**src/rtl/score4_pkg.sv**
```systemverilog
// Shared Score 4 types and default board geometry.
package score4_pkg;

  localparam int DEF_COLS = 7;
  localparam int DEF_ROWS = 6;

  typedef enum logic [1:0] {
    EMPTY = 2'b00,
    RED   = 2'b01,
    GREEN = 2'b10
  } cell_t;

  typedef enum logic {
    IDLE = 1'b0,
    FALL = 1'b1
  } state_t;

endpackage

```
**src/rtl/board_state_column_cursor.sv**
```systemverilog
// One-hot column cursor that rotates with wrap-around.
module column_cursor #(
  parameter int COLS = 7
) (
  input  logic            clk,
  input  logic            rst,
  input  logic            left,
  input  logic            right,
  input  logic            en,
  output logic [COLS-1:0] play
);

  // rotate toward bit 0 on left, toward bit COLS-1 on right; both together cancel
  always_ff @(posedge clk) begin
    if (rst)
      play <= COLS'(1);
    else if (en && (left ^ right)) begin
      if (left)
        play <= {play[0], play[COLS-1:1]};
      else
        play <= {play[COLS-2:0], play[COLS-1]};
    end
  end

endmodule

```
**src/rtl/board_state.sv**
```systemverilog
// Score 4 game-state engine: board, cursor, turn, and animated gravity drop.
module board_state
  import score4_pkg::*;
#(
  parameter int COLS        = DEF_COLS,
  parameter int ROWS        = DEF_ROWS,
  parameter int STEP_CYCLES = 1
) (
  input  logic                             clk,
  input  logic                             rst,
  input  logic                             left,
  input  logic                             right,
  input  logic                             drop,
  input  logic                             game_over,
  output logic [COLS-1:0][ROWS-1:0][1:0]   panel,
  output logic [COLS-1:0]                  play,
  output logic                             turn,
  output logic                             busy,
  output logic                             move_done,
  output logic                             col_full,
  output logic                             draw
);

  localparam int CW = $clog2(COLS);
  localparam int RW = $clog2(ROWS);
  localparam int HW = $clog2(ROWS + 1);
  localparam int SW = (STEP_CYCLES > 1) ? $clog2(STEP_CYCLES) : 1;

  // the piece currently in flight
  typedef struct packed {
    logic [CW-1:0] col;
    logic [RW-1:0] row;
    cell_t         colour;
  } piece_t;

  state_t                 state, state_nxt;
  piece_t                 piece;
  logic [COLS-1:0][HW-1:0] height;
  logic [SW-1:0]          step_cnt;
  logic [CW-1:0]          cur_col;
  logic [RW-1:0]          tgt_row, nxt_row;
  logic                   wrap, start, reject, advance, land, all_full;
  cell_t                  colour;

  column_cursor #(.COLS(COLS)) u_cursor (
    .clk   (clk),
    .rst   (rst),
    .left  (left),
    .right (right),
    .en    (!game_over),
    .play  (play)
  );

  // one-hot cursor to column index (pre-move column, since play is registered)
  always_comb begin
    cur_col = '0;
    for (int i = 0; i < COLS; i++)
      if (play[i]) cur_col = CW'(i);
  end

  assign colour  = turn ? GREEN : RED;
  assign tgt_row = RW'(ROWS - 1) - RW'(height[piece.col]);
  assign nxt_row = piece.row + RW'(1);
  assign wrap    = (step_cnt == SW'(STEP_CYCLES - 1));

  // board is full when every column height has reached ROWS
  always_comb begin
    all_full = 1'b1;
    for (int i = 0; i < COLS; i++)
      if (height[i] != HW'(ROWS)) all_full = 1'b0;
  end

  // FSM state register
  always_ff @(posedge clk) begin
    if (rst) state <= IDLE;
    else     state <= state_nxt;
  end

  // next state and per-cycle control strobes
  always_comb begin
    state_nxt = state;
    start     = 1'b0;
    reject    = 1'b0;
    advance   = 1'b0;
    land      = 1'b0;
    case (state)
      IDLE: begin
        if (drop && !game_over && !draw) begin
          if (height[cur_col] == HW'(ROWS)) reject = 1'b1;
          else begin
            start     = 1'b1;
            state_nxt = FALL;
          end
        end
      end
      FALL: begin
        if (wrap) begin
          if (piece.row == tgt_row) begin
            land      = 1'b1;
            state_nxt = IDLE;
          end else
            advance = 1'b1;
        end
      end
      default: state_nxt = IDLE;
    endcase
  end

  // board, heights, turn, step timer and status outputs
  always_ff @(posedge clk) begin
    if (rst) begin
      panel     <= '0;
      height    <= '0;
      piece     <= '0;
      step_cnt  <= '0;
      turn      <= 1'b0;
      busy      <= 1'b0;
      move_done <= 1'b0;
      col_full  <= 1'b0;
      draw      <= 1'b0;
    end else begin
      move_done <= land;
      col_full  <= reject;
      // heights settle on the landing edge, so draw follows one cycle later
      draw      <= draw | all_full;
      if (start) begin
        piece.col          <= cur_col;
        piece.row          <= '0;
        piece.colour       <= colour;
        panel[cur_col][0]  <= colour;
        step_cnt           <= '0;
        busy               <= 1'b1;
      end else if (state == FALL) begin
        step_cnt <= wrap ? '0 : step_cnt + SW'(1);
      end
      if (advance) begin
        panel[piece.col][piece.row] <= EMPTY;
        panel[piece.col][nxt_row]   <= piece.colour;
        piece.row                   <= nxt_row;
      end
      if (land) begin
        height[piece.col] <= height[piece.col] + HW'(1);
        turn              <= ~turn;
        busy              <= 1'b0;
      end
    end
  end

endmodule
```
**config.mk**
```make
export PLATFORM = sky130hd
export DESIGN_NAME = board_state
export DESIGN_NICKNAME = d
export VERILOG_FILES = /design/src/rtl/score4_pkg.sv /design/src/rtl/board_state_column_cursor.sv /design/src/rtl/board_state.sv
export SDC_FILE = /design/constraint.sdc
export NUM_CORES = 1
export LEC_CHECK = 0
export BUFFER_PORTS_ARGS = -buffer_cell sky130_fd_sc_hd__buf_2
export CORE_UTILIZATION = 50
export DETAILED_ROUTE_END_ITERATION = 7
export GPL_TIMING_DRIVEN = 0
export PLACE_DENSITY = 0.75
export SYNTH_ARGS = -nofsm -noshare
export SYNTH_HDL_FRONTEND = slang
export SYNTH_SLANG_ARGS = --single-unit
```
**constraint.sdc**
```tcl
create_clock -name clk -period 2.31 [get_ports clk]
set_input_delay 0.1155 -clock clk [delete_from_list [all_inputs] [get_ports clk]]
set_output_delay 0.1155 -clock clk [all_outputs]
set_load 0.05 [all_outputs]
```
==> results.md, run 1 <==
* Startpoint Class: flip-flop
* Die ar. at 11900 µm²
* Worst vdd ir at 0.000590 V
* Crit path DAT at 2.98 ns
* Buf/Inv on CP at 2
* Number of CTS-inserted buffers at 17
* Grt total ovfl at 0
* Most numerous cell in the Yosys netlist: dfxtp_1
* Mapped Cells at 610
* List of most frequent post-synthesis cells: dfxtp_1, a22o_1, nand2_1
* Total length of routed wires at 19300 µm
* Fin crit share at 113%
* Post-route setup slack at -0.308 ns
* Crit-path cells: nor2b_1, a22oi_2, nand3_1, or4b_4, or2_1, buf_6, buf_12, a31oi_1, a22o_1
* Root buf cell: clkbuf_16
* Antenna diodes at 0
* Share of cells above drive strength 1 at 38.2%
* Crit path kind: reg -> reg
* Average cell area after synthesis at 9.38 µm²
* CTS max path bufs at 2
* Post-layout min period at 2.62 ns
* DP HPWL at 12500 µm
* DRC at 0
* NumNets Final at 756
* Site Rows at 38
* Syn Nets at 618
* Pin count of the biggest net entering global routing at 17
* H-tree depth at 4
* Worst Path Max Fanout at 11
* CP max stage cell: or4b_4
* Hold Path Stages at 4
* Die span in y at 109 µm
* Ranking of synthesized cells by area: dfxtp_1, a22o_1, mux2i_1
* Skew final at 0.00931 ns
* Initial Utilization at 52.1%
* Clock latency on the worst-skew pair at 0.43 ns
* Sequential area share after synthesis at 44.1%
* #FFs+latches synth at 126
* Hold Crit Class: in -> reg
* CP required at 2.68 ns
* TritonCTS clock tree: done
* Layout overhead on the synthesized area at 37.4%
* Non-Filler Instances at 901
* Port-buffer cells at 99
* GRT Overall Usage at 31.1%
* Worst Tran Pin Value at 1.18 ns
* Vias at 5920
* Synth unique cells at 59
* Top delay family on crit path: simple AND/OR/NAND/NOR gates
* Final hold vios at 0
* Setup TNS at -18.37 ns
* Async set-reset flop share out of synthesis at 0%
* Max Slew Vio Count at 0
* Critical R2R Launch: piece[6]
* Die X at 109 µm
* Cell Area, Synth at 5720 µm²
* Clk slew on worst S/H paths at 0.06 ns
* Fmax at 382 MHz
* Hold EP: col_full
* Worst stage delay on the critical path at 0.51 ns
* Worst reg2reg setup slack at -0.31 ns
* Hold_sp: game_over
* Core area at 11000 µm²
* Pre-Repair DR Iteration Count at 8
* Pleak at 3.06 nW
* Synth Warn # at 0
* P per Cell Area at 708 nW/µm²
* ANT nets after route at 0
* Initial antenna violation count at 0
* Post-detailed-route wirelength per cell at 21.4 µm
* Failing checks: setup timing
* I/O pin total at 102
* Final number of setup-violating endpoints at 111
* Post-synth top area cell: dfxtp_1
* Slew Limit Headroom at 21.1%
* Status: complete, but fails checks
* Cells after DPL at 849
* Synth Flop Type: dfxtp_1
* Clock Sink Count at 126
* Post-synth EDFFs at 0
* FF-to-FF path depth at 9
* Post-DR vias/cell at 6.57
* FF-to-FF End: panel[9]
* Vias in the first global route at 5302
* MaxCap Viol Count at 0
* First-pass GRT wire length at 28000 µm
* Worst setup EP type: flip-flop
* RSZ-0062 raised after global routing: yes
* Cts-stage hold buffer count at 0
* GPL Wtd Cong at 0.905
* Iter 0 DRT Violations at 772
* Post-synth top area share at 44.1%
[metal layers]
metal	global-route usage, %	up-vias	share of wire [%]
li1	-	2587	-
met1	41.3	2864	40
met2	48.7	413	46
met3	6.75	56	12
met4	12.7	0	2.5
met5	0	-	0
[power breakdown]
part,switching [mW],internal [mW]
Combinational,0.526,0.235
Sequential,0.0359,2.20
Clock,1.03,1.53
[how the worst max path moves through the flow]
stage | startpoint | end | slack, ns | cells after the start
after floorplan | u_cursor.play[1] | panel[13] | 0.006 | 8
after global placement | u_cursor.play[1] | panel[48] | -0.40 | 9
after detailed placement | u_cursor.play[1] | panel[48] | -0.45 | 9
after CTS | piece[3] | panel[59] | -0.21 | 8
after global routing | piece[7] | panel[9] | -0.34 | 10
final | piece[6] | panel[9] | -0.31 | 9
[what timing repair did]
item | 4_1_cts | 5_1_grt
pin swaps | 13 | 14
endpoints found under the hold margin | 0 | 0
resized for setup | 73 | 63
setup endpoints to repair | 115 | 117
gates cloned | 1 | 0
buffers inserted | 15 | 8
[kinds of logic (layout without fill, tap and decap cells)]
group                    Yosys count  count (layout)  synth area share (%)
buffers and inverters             51             202                  4.37
flip-flops                       126             126                  44.1
multiplexers                      46              46                  8.22
adder cells (fa/ha/maj)            2               2                 0.437
XOR/XNOR                           4               4                 0.612
AO/OA/AOI/OAI                    189             189                  24.8
AND/OR/NAND/NOR                  192             192                  17.5
[sequential cells by signal, summed over array words and instances (netlist names)]
register and count:
draw 1, panel 84, busy 1, height 21, move_done 1, piece 8, u_cursor.play 7, state 1
col_full 1, turn 1
[through the flow]
step	hold slack, ns	area, µm²	worst slack (ns)	total power, mW	utilization (%)
floorplan	0.307	5800	0.00573	2.71	-
global placement	0.448	6470	-0.405	2.84	58.9
detailed placement	0.450	6470	-0.447	2.86	58.9
CTS	0.0588	7510	-0.207	5.46	68.4
global route	0.0697	7860	-0.344	5.69	71.6
finish	0.0544	7860	-0.308	5.57	71.6
[layout make-up]
cell class	count	area [µm²]
plain buffers	37	270
clock buffers	19	453
clock inverters	13	115
fillers	747	3120
inverters	10	37.5
multi-input cells	433	3580
flip-flops and latches	126	2540
well taps	140	175
repair buffers	123	692
[cell usage in the layout, fill, tap and decap left out, types with 5 or more instances in the layout]
cell type,netlist,routed
nor3_4,7,10
nor2b_1,9,8
buf_4,2,22
clkbuf_2,0,6
nand2b_1,11,11
mux2_2,8,8
o31ai_1,8,5
inv_1,9,9
nand3_1,20,16
nor2_2,1,7
nor3_2,2,12
buf_6,6,11
a31oi_1,34,11
a21oi_2,1,5
nand2_1,59,57
a211oi_1,7,7
clkbuf_1,21,13
a31oi_4,1,14
buf_2,5,99
dfxtp_2,0,7
o21ai_0,12,11
nor2_1,40,30
a22o_1,62,62
a31oi_2,0,10
mux2i_1,38,33
a21oi_1,22,17
o2bb2ai_1,9,9
dfxtp_1,126,117
nor3_1,20,7
clkbuf_16,0,17
[tightest hold or removal path, delay by kind of cell]
kind / cells / cell delay, ns
AND/OR/NAND/NOR: 3 / 0.19
buffers and inverters: 1 / 0.11
Power figures use the tool's default switching activity.
==> run 2, diff against run 1 <==
- CORE_UTILIZATION: 50 -> 45
- PLACE_DENSITY: 0.75 -> 0.67
- clock period: 2.31 -> 3.13 ns (I/O delays scaled with it)
==> results.md, run 2 (same netlist as run 1, synthesis figures left out) <==
* Worst Path Max Fanout at 10 (was 11)
* CTS max path bufs at 2 (unchanged)
* Number of CTS-inserted buffers at 17 (unchanged)
* First-pass GRT wire length at 28000 µm (about the same)
* H-tree depth at 4 (unchanged)
* Worst stage delay on the critical path at 0.50 ns (was 0.51 ns)
* Crit path DAT at 3.25 ns (was 2.98 ns)
* Area occupied by multi-input gates at 2950 µm² (was 3580 µm²)
* Final hold vios at 0 (unchanged)
* Total area of sequential cells at 2520 µm² (was 2540 µm²)
* Setup WS pre-CTS at 0.137 ns (was -0.447 ns)
* Clock latency on the worst-skew pair at 0.44 ns (was 0.43 ns)
* Core area at 12200 µm² (was 11000 µm²)
* Total length of routed wires at 18200 µm (was 19300 µm)
* Commonest non-fill, non-tap cell in the layout: dfxtp_1 (unchanged)
* Fillers at 1107 (was 747)
* Initial Utilization at 46.9% (was 52.1%)
* Max Slew Vio Count at 0 (unchanged)
* ANT nets after route at 0 (unchanged)
* Biggest regs: panel: 84 flops, height: 21 flops, piece: 8 flops (unchanged)
* Share of cells above drive strength 1 at 23.1% (was 38.2%)
* Setup TNS at 0 ns (was -18.37 ns)
* Vias in the first global route at 5038 (was 5302)
* Die span in y at 115 µm (was 109 µm)
* DRC at 0 (unchanged)
* Antenna diodes at 0 (unchanged)
* Crit-path cells: clkbuf_1, mux2_2, o211ai_1, a31oi_1, o31ai_2, clkbuf_1, nor3_1, o32ai_1, a21oi_1 (was nor2b_1, a22oi_2, nand3_1, or4b_4, or2_1, buf_6, buf_12, a31oi_1, a22o_1)
* Post-route setup slack at 0.171 ns (was -0.308 ns)
* Status: completed (was complete, but fails checks)
* Pre-Repair DR Iteration Count at 5 (was 8)
* DP HPWL at 12900 µm (was 12500 µm)
* Most flops, register: panel (unchanged)
* Crit path kind: reg -> reg (unchanged)
* Final Util at 57.8% (was 71.6%)
* Site Rows at 40 (was 38)
* Worst setup EP type: flip-flop (unchanged)
* Post-layout min period at 2.96 ns (was 2.62 ns)
* RSZ-0062 raised after global routing: no (was yes)
* Post-CTS resize count at 0 (was 73)
* Final instance area at 7060 µm² (was 7860 µm²)
* Most frequent cells in the layout: dfxtp_1, buf_2, a22o_1 (unchanged)
* Die X at 115 µm (was 109 µm)
* Slew Limit Headroom at 14.1% (was 21.1%)
* Post-detailed-route wirelength per cell at 20.1 µm (was 21.4 µm)
* Worst vdd ir at 0.000355 V (was 0.000590 V)
* Iter 0 DRT Violations at 639 (was 772)
* Pleak at 2.83 nW (was 3.06 nW)
* Most common cell on crit path: clkbuf_1
* Startpoint Class: flip-flop (unchanged)
* Max FFs per register at 84 (unchanged)
* I/O pin total at 102 (unchanged)
* Vias at 5524 (was 5920)
* Placed cell area at 6430 µm² (was 6470 µm²)
* TritonCTS clock tree: done (unchanged)
* Post-DR vias/cell at 6.08 (was 6.57)
* Die ar. at 13200 µm² (was 11900 µm²)
* GRT Overall Usage at 28.4% (was 31.1%)
* Fmax at 338 MHz (was 382 MHz)
* NumNets Final at 736 (was 756)
* Clock Sink Count at 126 (unchanged)
* GPL Wtd Cong at 0.908 (was 0.905)
* Fin crit share at 94.5% (was 113%)
* Skew final at 0.0128 ns (was 0.00931 ns)
* MaxCap Viol Count at 0 (unchanged)
* P per Cell Area at 595 nW/µm² (was 708 nW/µm²)
* Clk slew on worst S/H paths at 0.06 ns (about the same)
* Port-buffer cells at 99 (unchanged)
* Worst reg2reg setup slack at 0.17 ns (was -0.31 ns)
* CP max stage cell: o31ai_2 (was or4b_4)
* Initial antenna violation count at 0 (unchanged)
* Pin count of the biggest net entering global routing at 17 (unchanged)
* Grt total ovfl at 0 (unchanged)
* CP required at 3.42 ns (was 2.68 ns)
* Layout overhead on the synthesized area at 23.4% (was 37.4%)
* Postcts setup bufs at 0 (was 15)
* Root buf cell: clkbuf_16 (unchanged)
* Hold Crit Class: in -> reg (unchanged)
* Cts-stage hold buffer count at 0 (unchanged)
* Final number of setup-violating endpoints at 0 (was 111)
* Worst Tran Pin Value at 1.28 ns (was 1.18 ns)
* Total chip power at 4.20 mW (was 5.57 mW)
[run 2: cell types whose count changed in the layout (fill, tap and decap cells not counted), moves of 9 or more]
cell      delta
nor3_1      +13
clkbuf_1    +10
dfxtp_1      +9
nor3_2      -10
a31oi_4     -13
a31oi_2     -10
a31oi_1     +23
buf_4       -20
nor2_1      +10
[run 2: area by class of cell]
cell class,count,share of cell area (%)
multi-input combinational,433,41.8
clock buffer,20,6.32
clock inverter,12,2.60
sequential,126,35.7
inverter,10,0.531
buffer,41,3.01
tap,168,2.98
timing repair buffer,99,7.02
[run 2: path summary, 6_finish.rpt]
path | startpoint | to | depth (start not counted)
setup / recovery | u_cursor.play[1] | panel[49] | 9
hold / removal | game_over | col_full | 4
setup reg to reg | u_cursor.play[1] | panel[49] | 9
hold reg to reg | panel[17] | panel[17] | 2
[run 2: stage by stage]
step | hold slack, ns | std cells
2_1_floorplan | 0.348 | 610
3_3_place_gp | 0.449 | 877
3_5_place_dp | 0.453 | 877
4_1_cts | 0.0714 | 909
5_1_grt | 0.120 | 909
6_report | 0.0857 | 909
[run 2: critical path: cells and delay by family (launching register included)]
family | cells | cell delay [ns]
muxes | 1 | 0.39
and+or+nand+nor | 1 | 0.09
AOI/OAI and AO/OA | 5 | 1.19
DFF | 1 | 0.31
buffers and inverters | 2 | 0.82
[run 2: power breakdown]
group	internal [mW]	leakage, nW	switching (mW)	total [mW]
logic	0.116	1.51	0.317	0.433
registers	1.63	1.02	0.0155	1.64
clock network	1.36	0.302	0.768	2.13
total	3.10	2.83	1.10	4.20
[run 2: layer usage]
layer | up-vias | track usage (%) | share of wire (%)
li1 | 2526 | - | -
met1 | 2649 | 38.9 | 44
met2 | 302 | 43.2 | 45
met3 | 47 | 6.43 | 8.8
met4 | 0 | 11.6 | 2.2
met5 | - | 0 | 0
==> run 3, diff against run 2 <==
- CORE_UTILIZATION: 45 -> 60
- PLACE_DENSITY: 0.67 -> 0.85
- REMOVE_ABC_BUFFERS: default -> 1
==> results.md, run 3 (same netlist as run 1, synthesis figures left out) <==
* Status: complete, but fails checks (was completed)
* Failing checks: capacitance limit
* GPL Wtd Cong at 0.929 (was 0.908)
* Skew final at 0.00872 ns (was 0.0128 ns)
* Pre-Repair DR Iteration Count at 6 (was 5)
* Fin crit share at 95.7% (was 94.5%)
* CP required at 3.60 ns (was 3.42 ns)
* Post-layout min period at 3.00 ns (was 2.96 ns)
* Grt total ovfl at 0 (unchanged)
* P per Cell Area at 582 nW/µm² (was 595 nW/µm²)
* Iter 0 DRT Violations at 545 (was 639)
* Layout overhead on the synthesized area at 19.0% (was 23.4%)
* Port-buffer cells at 101 (was 99)
* Postcts setup bufs at 0 (unchanged)
* Part of the power in registers at 42.5% (was 39.1%)
* Vias at 5541 (was 5524)
* Crit path kind: reg -> reg (unchanged)
* Antenna diodes at 0 (unchanged)
* Clock Sink Count at 126 (unchanged)
* P_sw at 1.13 mW (was 1.10 mW)
* Max FFs per register at 84 (unchanged)
* Share of cells above drive strength 1 at 24.1% (was 23.1%)
* Sw Ratio at 28.6% (was 26.2%)
* Slew Limit Headroom at 0.741% (was 14.1%)
* Setup TNS at 0 ns (unchanged)
* Post-detailed-route wirelength per cell at 20.4 µm (was 20.1 µm)
* Total length of routed wires at 17000 µm (was 18200 µm)
* Crit path DAT at 3.47 ns (was 3.25 ns)
* TritonCTS clock tree: done (unchanged)
* Die span in y at 99.7 µm (was 115 µm)
* DRC at 0 (unchanged)
* Most flops, register: panel (unchanged)
* Fillers at 641 (was 1107)
* Number of CTS-inserted buffers at 17 (unchanged)
* Clk slew on worst S/H paths at 0.07 ns (was 0.06 ns)
* Placed cell area at 6200 µm² (was 6430 µm²)
* Root buf cell: clkbuf_8 (was clkbuf_16)
* Initial antenna violation count at 0 (unchanged)
* Post-route setup slack at 0.134 ns (was 0.171 ns)
* Biggest regs: panel: 84 flops, height: 21 flops, piece: 8 flops (unchanged)
* Die ar. at 9930 µm² (was 13200 µm²)
* Clock latency on the worst-skew pair at 0.53 ns (was 0.44 ns)
* CTS max path bufs at 2 (unchanged)
* Most frequent cells in the layout: dfxtp_1, buf_2, a22o_1 (unchanged)
* First-pass GRT wire length at 26600 µm (was 28000 µm)
* Final instance area at 6810 µm² (was 7060 µm²)
* I/O pin total at 102 (unchanged)
* Internal power at 2.83 mW (was 3.10 mW)
* GRT Overall Usage at 34.8% (was 28.4%)
* Final hold vios at 0 (unchanged)
* Clk pwr share at 48.3% (was 50.6%)
* Worst Tran Pin Value at 1.48 ns (was 1.28 ns)
* Worst setup EP type: flip-flop (unchanged)
* Combinational share of power at 9.3% (was 10.3%)
* NumNets Final at 699 (was 736)
* MaxCap Viol Count at 1 (was 0)
* ANT nets after route at 0 (unchanged)
* Site Rows at 35 (was 40)
* Final number of setup-violating endpoints at 0 (unchanged)
* Pin count of the biggest net entering global routing at 82 (was 17)
* Total chip power at 3.96 mW (was 4.20 mW)
* Hold Path Stages at 4 (unchanged)
* FF-to-FF path depth at 8 (was 9)
* Vias in the first global route at 5129 (was 5038)
* Setup WS pre-CTS at -0.390 ns (was 0.137 ns)
* Worst Path Max Fanout at 20 (was 10)
* Fmax at 334 MHz (was 338 MHz)
* Die X at 99.7 µm (was 115 µm)
* RSZ-0062 raised after global routing: no (unchanged)
* Post-DR vias/cell at 6.65 (was 6.08)
* Initial Utilization at 61.9% (was 46.9%)
* Commonest non-fill, non-tap cell in the layout: dfxtp_1 (unchanged)
* Hold Crit Class: in -> reg (unchanged)
* H-tree depth at 4 (unchanged)
* Core area at 9240 µm² (was 12200 µm²)
* Startpoint Class: flip-flop (unchanged)
* Max Slew Vio Count at 0 (unchanged)
* DP HPWL at 10500 µm (was 12900 µm)
* Worst vdd ir at 0.000324 V (was 0.000355 V)
* Pleak at 2.73 nW (was 2.83 nW)
-- run 3: cell type report --
type / instances / area (µm²) / area share (%)
Inverter: 10 / 37.5 / 0.551
Timing Repair Buffer: 103 / 533 / 7.83
Sequential cell: 126 / 2530 / 37.2
Clock inverter: 14 / 144 / 2.11
Multi-Input combinational cell: 433 / 2970 / 43.7
Tap cell: 129 / 161 / 2.37
Clock buffer: 18 / 428 / 6.29
-- run 3: path summary, 6_finish.rpt --
| kind | slack, ns | startpoint | end |
|---|---|---|---|
| min reg2reg | 0.47 | panel[21] | panel[21] |
| max reg2reg | 0.13 | piece[7] | panel[6] |
| min | 0.06 | drop | col_full |
| max | 0.13 | piece[7] | panel[6] |
-- run 3: timing repair --
item / CTS / global route
setup endpoints to repair: 87 / 53
hold buffers: 1 / 0
gates resized for setup: 4 / 7
cloned: 0 / 0
endpoints found under the hold margin: 1 / 0
-- run 3: stage by stage --
stage,hold slack [ns],utilization (%),instances
floorplan,0.219,-,569
global placement,0.448,66.8,799
detailed placement,0.452,67.1,800
CTS,0.0497,73.6,833
global route,0.0706,73.7,833
finish,0.0561,73.7,833
-- run 3: power groups by stage --
stage               registers (mW)  clock network [mW]  logic (mW)
CTS                           1.68                1.91       0.356
detailed placement            1.71                   0       0.345
global placement              1.71                   0       0.333
finish                        1.68                1.91       0.367
floorplan                     1.74                   0       0.205
global route                  1.69                1.98       0.390
-- run 3: routing by layer --
layer | share of wire, % | up-vias | wire [µm] | track usage (%)
met4 | 2.8 | 0 | 474 | 17.0
met1 | 40 | 2683 | 6880 | 44.6
met5 | 0 | - | 0 | 0
met3 | 9.9 | 44 | 1680 | 9.07
met2 | 47 | 369 | 7990 | 54.4
li1 | - | 2445 | - | -
-- run 3: critical path, stage by stage, from the launching register on --
cell	delay [ns]
dfxtp_4	0.51
mux2_2	0.38
o2bb2ai_1	0.12
a21oi_1	0.26
xnor2_2	0.22
buf_8	0.23
nor2_4	0.10
nor2_1	0.82
a22o_1	0.28
